--- src/rtl/bcm_plane_scheduler.sv ---
// Binary-coded-modulation plane sequencer for one panel row: drives the pixel shifter
// and one shared timeout so that each bitplane is displayed for base_period << plane clocks.
module bcm_plane_scheduler #(
  parameter int PLANES        = 6,
  parameter int PLANE_WIDTH   = 3,
  parameter int BASE_WIDTH    = 8,
  parameter int COUNTER_WIDTH = 16
) (
  input  logic                     clk_in,
  input  logic                     reset,
  input  logic                     frame_start,
  input  logic                     abort,
  input  logic [BASE_WIDTH-1:0]    base_period,
  input  logic                     plane_ready,
  input  logic                     timer_running,
  output logic [PLANE_WIDTH-1:0]   plane_index,
  output logic                     plane_request,
  output logic                     timer_start,
  output logic [COUNTER_WIDTH-1:0] timer_value,
  output logic                     output_enable,
  output logic                     busy,
  output logic                     done
);

  localparam int WIDE_WIDTH = COUNTER_WIDTH + PLANES;
  localparam logic [PLANE_WIDTH-1:0] LAST_PLANE = PLANE_WIDTH'(PLANES - 1);

  typedef enum logic [2:0] {
    IDLE,
    REQUEST,
    ARM,
    DISPLAY,
    NEXT,
    DONE
  } state_t;

  state_t                  state;
  logic [BASE_WIDTH-1:0]   base_q;
  logic [WIDE_WIDTH-1:0]   shifted;
  logic [COUNTER_WIDTH-1:0] arm_value;

  // The shift is done wide enough that no bit is lost, then clamped to the timer width.
  assign shifted   = WIDE_WIDTH'(base_q) << plane_index;
  assign arm_value = (|shifted[WIDE_WIDTH-1:COUNTER_WIDTH]) ? {COUNTER_WIDTH{1'b1}}
                                                            : shifted[COUNTER_WIDTH-1:0];

  // Gating by state makes OE drop at once on abort or reset, even while the timeout still runs.
  assign output_enable = timer_running && (state == DISPLAY);

  always_ff @(posedge clk_in or posedge reset) begin
    if (reset) begin
      state         <= IDLE;
      base_q        <= '0;
      plane_index   <= '0;
      plane_request <= 1'b0;
      timer_start   <= 1'b0;
      timer_value   <= '0;
      busy          <= 1'b0;
      done          <= 1'b0;
    end else begin
      timer_start <= 1'b0;
      done        <= 1'b0;
      if (abort && (state != IDLE)) begin
        state         <= IDLE;
        plane_request <= 1'b0;
        busy          <= 1'b0;
      end else begin
        case (state)
          IDLE: begin
            if (frame_start) begin
              base_q        <= base_period;
              plane_index   <= '0;
              plane_request <= 1'b1;
              busy          <= 1'b1;
              state         <= REQUEST;
            end
          end
          REQUEST: begin
            if (plane_ready) begin
              plane_request <= 1'b0;
              timer_start   <= 1'b1;
              timer_value   <= arm_value;
              state         <= ARM;
            end
          end
          ARM: state <= DISPLAY;
          DISPLAY: begin
            if (!timer_running) state <= NEXT;
          end
          NEXT: begin
            if (plane_index == LAST_PLANE) begin
              done  <= 1'b1;
              state <= DONE;
            end else begin
              plane_index   <= plane_index + PLANE_WIDTH'(1);
              plane_request <= 1'b1;
              state         <= REQUEST;
            end
          end
          DONE: begin
            busy  <= 1'b0;
            state <= IDLE;
          end
          default: state <= IDLE;
        endcase
      end
    end
  end

endmodule
--- config.mk ---
export PLATFORM = sky130hd
export DESIGN_NAME = bcm_plane_scheduler
export DESIGN_NICKNAME = d
export VERILOG_FILES = /design/src/rtl/bcm_plane_scheduler.sv
export SDC_FILE = /design/constraint.sdc
export NUM_CORES = 1
export LEC_CHECK = 0
export BUFFER_PORTS_ARGS = -buffer_cell sky130_fd_sc_hd__buf_4
export CAP_MARGIN = 5
export CORE_MARGIN = 1
export CORE_UTILIZATION = 58
export DETAILED_ROUTE_END_ITERATION = 8
export PLACE_DENSITY = 0.84
export SLEW_MARGIN = 20
export SYNTH_ARGS = -nofsm -noshare
export SYNTH_HDL_FRONTEND = slang
export SYNTH_SLANG_ARGS = --single-unit
--- constraint.sdc ---
create_clock -name clk_in -period 5.65 [get_ports clk_in]
set_input_delay 1.13 -clock clk_in [delete_from_list [all_inputs] [get_ports clk_in]]
set_output_delay 1.13 -clock clk_in [all_outputs]
set_load 0.05 [all_outputs]
* Yosys cells after proc, flatten, opt, wreduce, memory -nomap -nowiden *
Index checks and enable logic that the tools add are counted.

storage, ports and cells
  bits in registers = 34
  latch bits = 0
  RAM bits = 0
  bits in read-only memories = 0
  input port bits = 14
  output and inout bits = 24
  memories = 0

operators by class
  add/sub/neg operators = 1
  $mul = 0
  div/mod/pow operators = 0
  magnitude comparators = 0
  equal/unequal tests = 12
  shift operators = 1
  muxes and demuxes = 23
  bitwise operators = 1
  reductions and logical operators = 14

operator list
  cell                   count
  $shl A8 B3 Y22         1
  $mux W3                7
  $mux W16               1
  $pmux W3 S5            1
  $mux W1                11
  $eq A3 B3 Y1 const B   3
  $ne A3 B3 Y1 const B   3
  $reduce_and A3 Y1      3
  $reduce_and A4 Y1      2
  $eq A3 B2 Y1 const B   2
  $pmux W3 S2            1
  $reduce_bool A3 Y1     2
  $reduce_or A6 Y1       1
  $ne A2 B2 Y1 const B   2
  $reduce_bool A4 Y1     1
  $add A3 B1 Y3 const B  1
  $eq A3 B1 Y1 const B   1
  $logic_not A3 Y1       1
  $ne A3 B2 Y1 const B   1
  $pmux W1 S3            1
  $logic_and A1 B1 Y1    2
  $pmux W1 S2            1
  $reduce_and A2 Y1      1
  $reduce_bool A2 Y1     1
  $not A1 Y1             1

* Depth between registers and ports, before layout *
Gate-level depths: netlist (run 1).

  depth in word-level cells = 4
  gate-level depth with buffers = 7

* Least setup slack after synthesis (run 1) *
No wires, ideal clock.

  path type = input port to output port
  start = input timer_running
  end = output output_enable
  data arrival time = 1.574 ns
  data required time = 4.520 ns
  slack = 2.946 ns
  cell stages on the path = 1
  buffers on the path = 0
  cell sequence = and3_1

between the ends
  cells in the longest elaborated chain, start to end = 1

ends and longest elaborated chain
  item                 line  source
  from (decl)          15    input logic timer_running,
  $logic_and A1 B1 Y1  48    assign output_enable = timer_running && (state == DISPLAY);
  to (decl)            20    output logic output_enable,

No other way between the ends.

* Final worst setup path (run 1) *
Same ends and word-level chain as after synthesis.

==> impl_metrics.toml, run 1 <==
[synth]
synth_edf_count = 0
synth_ff_type = "dfrtp_1"
synth_nets = 202
synthDistinctLibCells = 44
synth_top_family_by_area = "simple AND/OR/NAND/NOR gates"
yosys.area_share.adder_pct = 1.41
synthesis.area_mm2 = 0.00178
yosys.area_share.simple_pct = 20.1
muxShareOfSynthArea_pct = 11.7
ys_seq_elements = 33
synth_compound_area_share_pct = 13.8
netlist_instances = 186
postSynthAreaPerCell_um2 = 9.55
yosys_warnings = 0
ys_async_sr_fraction_pct = 100
synth_xor_xnor_area_share_pct = 0.493
yosysSeqAreaShare_pct = 46.5

[cells_and_area]
drive_above_1_share_pct = 27.8
n_antenna_cell = 0
layout_commonest_cell = "buf_4"
area_growth_pct = 15.9
nets = 231
final_cell_mix = "buf_4, dfrtp_1, nand2_1, nor2_1, mux2_2"

[sta]
fin_ws_ps = 2920
rsz0062_at_grt = "false"
setup_tns_ps = 0
finalSetupViolCount = 0
fmax_mhz = 367
period_share_pct = 48.2
skew_ps = 8.34
tightest_slew_ps = 594
slew_headroom_pct = 60.4
hold_viol_final = 0
drv_slew = 0
fin_crit_ps = 2730

[floorplan]
rows = 19
die_w_um = 57.3
core_mm2 = 0.00283
die_h_um = 57.3
die_area_mm2 = 0.00329
start_util_pct = 62.8
io_pins = 38

[cts]
clockRootBuffer = "clkbuf_4"
post-cts-setup-buffers = 0
cts_hold_buf = 0
post_cts_resized = 0
clockBufferDepth = 2
cts_made_buffers = 5
cts.sinks = 33
h-tree-depth = 2
path_clk_slew_ps = 100
tritoncts = "yes"
insertion_delay_ps = 330

[global_route]
gr-usage-all-layers_pct = 24.4
grt_max_degree = 34
antenna_found_initial = 0
grt_overflow = 0
grt_first_pass_wirelength_um = 6000
grt_pass1_vias = 1346

[power]
vdd_drop_max_v = 0.000267
power.density_mw_per_mm2 = 461
intPower_uw = 519
power.net_switching_uw = 431
p_leak_uw = 0.000969
comb_power_share_pct = 47.6
p_sw_share_pct = 45.4
power_frac_seq_pct = 39.3
p_clk_share_pct = 13.1

[status]
violations = "design-rule violations"
status = "finished with violations"

[critical_path]
crit_path_end = "output_enable"
end_kind = "primary output"
r2r_setup_slack_ps = 3380
cp-start-kind = "primary input"
crit_type = "in2out"
reg2reg_to = "plane_index[0]"
cp.arrival_ps = 1600
r2r_cells = 5
cp_max_fo = 4
cp.required_ps = 4520
r2r-start = "plane_index[1]"
startpoint = "timer_running"

[placement]
hpwl_um = 2580
numPortBuffers = 36
gp_congestion = 0.862
place_ws_ps = 2930

[drt]
avgViaCountPerCell = 5.79
drt_first_pass_iters = 6
avgRoutedWirePerCell_um = 14.3
postRouteAntennaNets = 0
drt-initial-drc-count = 46
vias = 1431
drc = 1
routed_wl_um = 3530

[worst_hold_path]
hold_class = "reg2reg"

[run]
drv_cap = 0
[power by group through the flow]
stage          Sequential (µW)  Combinational (µW)  Clock [µW]
4_1_cts                    372                 453         129
3_5_place_dp               377                 452           0
3_3_place_gp               373                 442           0
6_report                   373                 453         125
2_1_floorplan              515                 190           0
5_1_grt                    384                 485         139
[synth_stat cells (all sizes together), types with 2 or more instances]
cell | count | share of area [%]
nor2b | 5 | 1.8
mux2 | 14 | 8.9
o31ai | 3 | 1.3
a221oi | 2 | 0.99
inv | 5 | 1.1
o22ai | 2 | 0.70
buf | 7 | 3.1
nor3 | 2 | 0.56
nand3b | 2 | 0.84
dfrtp | 33 | 46
nand3 | 3 | 0.84
mux2i | 5 | 2.8
nand2b | 6 | 2.1
clkbuf | 8 | 1.7
ha | 2 | 1.4
nand2 | 27 | 5.7
nor2 | 20 | 4.2
o21ai | 9 | 2.5
a22o | 2 | 0.99
or4 | 2 | 1.1
a21oi | 8 | 2.3
[final cells by class]
cell class	instances	area, µm²
tap	31	38.8
timing repair buffer	37	278
inverter	5	18.8
clock buffer	6	41.3
multi-input combinational	133	847
fill	227	769
clock inverter	2	10.0
sequential	33	826
[cell families after synthesis]
group | after synthesis
flip-flops | 33
other | 1
buffers and inverters | 20
AND/OR/NAND/NOR | 74
adder cells (fa/ha/maj) | 2
XOR/XNOR | 1
multiplexers | 19
AO/OA/AOI/OAI | 36
[layer usage]
metal / global-route usage (%) / vias to the layer above / part of all wire, %
met5: 0 / - / 0
met4: 11.5 / 0 / 2.9
met3: 6.12 / 11 / 4.2
met2: 41.0 / 39 / 52
met1: 29.3 / 677 / 41
li1: - / 704 / -
[worst max-delay path: stages]
cell and delay (ps):
buf_4 120, and3_1 160, buf_4 180
[worst min path at each step]
stage                               start         endpoint  cells after the start
after floorplan                 base_q[0]        base_q[0]                      1
after global placement    timer_value[11]  timer_value[11]                      2
after detailed placement  timer_value[12]  timer_value[12]                      2
after CTS                 timer_value[12]  timer_value[12]                      2
after global routing       timer_value[7]   timer_value[7]                      2
final                     timer_value[12]  timer_value[12]                      2
[state kept, by name, summed over array words and instances, names as in the netlist]
register       cells
timer_start        1
done               1
base_q             8
plane_request      1
busy               1
state              3
plane_index        3
timer_value       15
[stage by stage]
step | instance area (µm²) | hold slack [ps] | total power, µW | util (%) | instances
after CTS | 2060 | 481 | 954 | 72.8 | 247
after global routing | 2060 | 518 | 1010 | 72.8 | 247
after global placement | 2010 | 458 | 815 | 71.0 | 239
final | 2060 | 476 | 950 | 72.8 | 247
after detailed placement | 2010 | 460 | 830 | 71.0 | 239
after floorplan | 1780 | 490 | 706 | - | 186
No activity file was read; power rests on OpenSTA's default activity.
==> inputs of run 2 (changes only) <==
--- a/config.mk
+++ b/config.mk
@@ -5,12 +5,13 @@
 export SDC_FILE = /design/constraint.sdc
 export NUM_CORES = 1
 export LEC_CHECK = 0
+export ABC_AREA = 1
 export BUFFER_PORTS_ARGS = -buffer_cell sky130_fd_sc_hd__buf_4
 export CAP_MARGIN = 5
 export CORE_MARGIN = 1
-export CORE_UTILIZATION = 58
+export CORE_UTILIZATION = 54
 export DETAILED_ROUTE_END_ITERATION = 8
-export PLACE_DENSITY = 0.84
+export PLACE_DENSITY = 0.79
 export SLEW_MARGIN = 20
 export SYNTH_ARGS = -nofsm -noshare
 export SYNTH_HDL_FRONTEND = slang
==> constraint.sdc (replaced) <==
create_clock -name clk_in -period 2.8 [get_ports clk_in]
set_input_delay 0.56 -clock clk_in [delete_from_list [all_inputs] [get_ports clk_in]]
set_output_delay 0.56 -clock clk_in [all_outputs]
set_load 0.05 [all_outputs]
==> run 2 against run 1 <==
The flow now finishes without violations; via count is 7.4% higher; cell area is 3.8% higher; first-iteration DRC count is 26% higher; cell count is 26% higher; die area is 9.8% higher; global-route usage is 2.3 points lower; critical endpoint unchanged; clock-buffer cell count is 1 lower; total power is 110% higher; critical path depth is 1 higher; sequential power is 98% higher; synthesized area is 2.5% higher.
==> impl_metrics.toml, run 2 <==
[sta]
holdWs_ps = 273
fin_crit_ps = 2020
drv_slew = 0
slew_headroom_pct = 61.6
tightest_slew_ps = 575
skew_ps = 7.00
hold_viol_final = 0
finalSetupViolCount = 0
setup_tns_ps = 0
fmax_mhz = 495
rsz0062_at_grt = "false"
period_share_pct = 72.2

[synth]
yosysMostFrequentCell = "nand2_1"
synthDistinctLibCells = 26
yosysSeqAreaShare_pct = 45.3
postSynthAreaPerCell_um2 = 7.89
yosys.area.top_type = "dfrtp_1"
synth_edf_count = 0
synthesis.area_mm2 = 0.00182
yosys_warnings = 0
synth_nets = 247
synth_top_area_share_pct = 45.3
synth.top_cells.by_count = "nand2_1, dfrtp_1, inv_1"
ys_top_cells_by_area = "dfrtp_1, nand2_1, inv_1"
ys_seq_elements = 33
netlist_instances = 231
synth_ff_type = "dfrtp_1"
ys_async_sr_fraction_pct = 100

[critical_path]
cp.required_ps = 2240
cp-start-kind = "flop"
cp_max_fo = 8
cp.arrival_ps = 1460
slowest_delay_ps = 500
crit_type = "reg2out"
r2r_setup_slack_ps = 940
crit_chain = "inv_1 -> nand3_1 -> nor2_1 -> buf_4"
end_kind = "primary output"
crit_slowest_cell = "dfrtp_1"

[global_route]
grt_max_degree = 20
grt_pass1_vias = 1316
gr-usage-all-layers_pct = 22.0
grt_first_pass_wirelength_um = 5840
grt_overflow = 0
antenna_found_initial = 0

[floorplan]
start_util_pct = 58.2
io_pins = 38
die_w_um = 60.1
die_area_mm2 = 0.00361
rows = 20
core_mm2 = 0.00313
die_h_um = 60.1

[cts]
cts.sinks = 33
h-tree-depth = 2
path_clk_slew_ps = 100
clockBufferDepth = 2
post-cts-setup-buffers = 0
post_cts_resized = 0
clockRootBuffer = "clkbuf_4"
insertion_delay_ps = 340
cts_made_buffers = 5
cts_hold_buf = 0
tritoncts = "yes"

[status]
status = "completed"

[drt]
vias = 1537
drc = 0
avgViaCountPerCell = 4.94
drt_first_pass_iters = 4
routed_wl_um = 3320
avgRoutedWirePerCell_um = 10.7
postRouteAntennaNets = 0
drt-initial-drc-count = 58

[worst_hold_path]
hold_class = "in2async"

[power]
power.density_mw_per_mm2 = 913
vdd_drop_max_v = 0.000541
p_total_uw = 1950
p_leak_uw = 0.00118

[cells_and_area]
reg.largest.list = "timer_value (15), base_q (8)"
layout_commonest_cell = "nand2_1"
nets = 282
largest_reg_flops = 15
area_growth_pct = 17.3
final_cell_mix = "nand2_1, buf_4, dfrtp_1, inv_1, nand3_1"
regMostFlops = "timer_value"
drive_above_1_share_pct = 25.8
n_antenna_cell = 0

[placement]
gp_congestion = 0.935
numPortBuffers = 36
hpwl_um = 2530

[run]
drv_cap = 0
[run 2: kinds of logic (layout without fill, tap and decap cells)]
group           count (synthesis)  count (layout)  synth area share [%]
xor+xnor                        1               1                 0.481
other cells                     1               1                 0.206
simple gates                  147             147                  38.3
compound gates                 16              16                  5.84
flops                          33              33                  45.3
fa+ha+maj                       2               2                  1.37
buf+inv                        31              67                  8.52
[run 2: final timing paths]
| check | startpoint | endpoint | cells after the start |
|---|---|---|---|
| min | reset | base_q[0] | 2 |
| max in group asynchronous | reset | base_q[3] | 3 |
| min reg2reg | timer_value[14] | timer_value[14] | 2 |
| max | state[2] | output_enable | 4 |
| min in group clk_in | abort | done | 2 |
| max reg2reg | plane_index[1] | plane_index[2] | 6 |
[run 2: final cells by class]
type                            instances  area, µm²
Multi-Input combinational cell        167        841
Tap cell                               44       55.1
Clock inverter                          3       17.5
Clock buffer                            5       37.5
Inverter                               22       82.6
Fill cell                             267        991
Sequential cell                        33        826
Timing Repair Buffer                   37        278
[run 2: metrics by stage]
step / area, µm² / worst slack (ps) / utilization, % / instances
after global routing: 2140 / 668 / 68.3 / 311
after global placement: 2080 / 1020 / 66.6 / 303
final: 2140 / 780 / 68.3 / 311
after detailed placement: 2080 / 1000 / 66.6 / 303
after floorplan: 1820 / 876 / - / 231
after CTS: 2140 / 773 / 68.3 / 311
[run 2: report_power, final]
part / total [µW] / internal (µW) / switching (µW)
clock: 257 / 94.5 / 163
sequential: 737 / 619 / 119
combinational: 956 / 299 / 657
total: 1950 / 1010 / 939
[run 2: critical path, delay by kind of cell, from the launching register on]
family | cells | cell delay [ps]
flops | 1 | 500
buf+inv | 2 | 380
simple gates | 2 | 250
[run 2: per-layer routing]
| layer | track usage (%) | vias to the layer above | part of all wire [%] | routed length, µm |
|---|---|---|---|---|
| li1 | - | 792 | - | - |
| met1 | 31.2 | 690 | 51 | 1680 |
| met2 | 32.2 | 47 | 43 | 1420 |
| met3 | 3.90 | 8 | 4.6 | 152 |
| met4 | 11.0 | 0 | 2.1 | 70 |
| met5 | 0 | - | 0 | 0 |
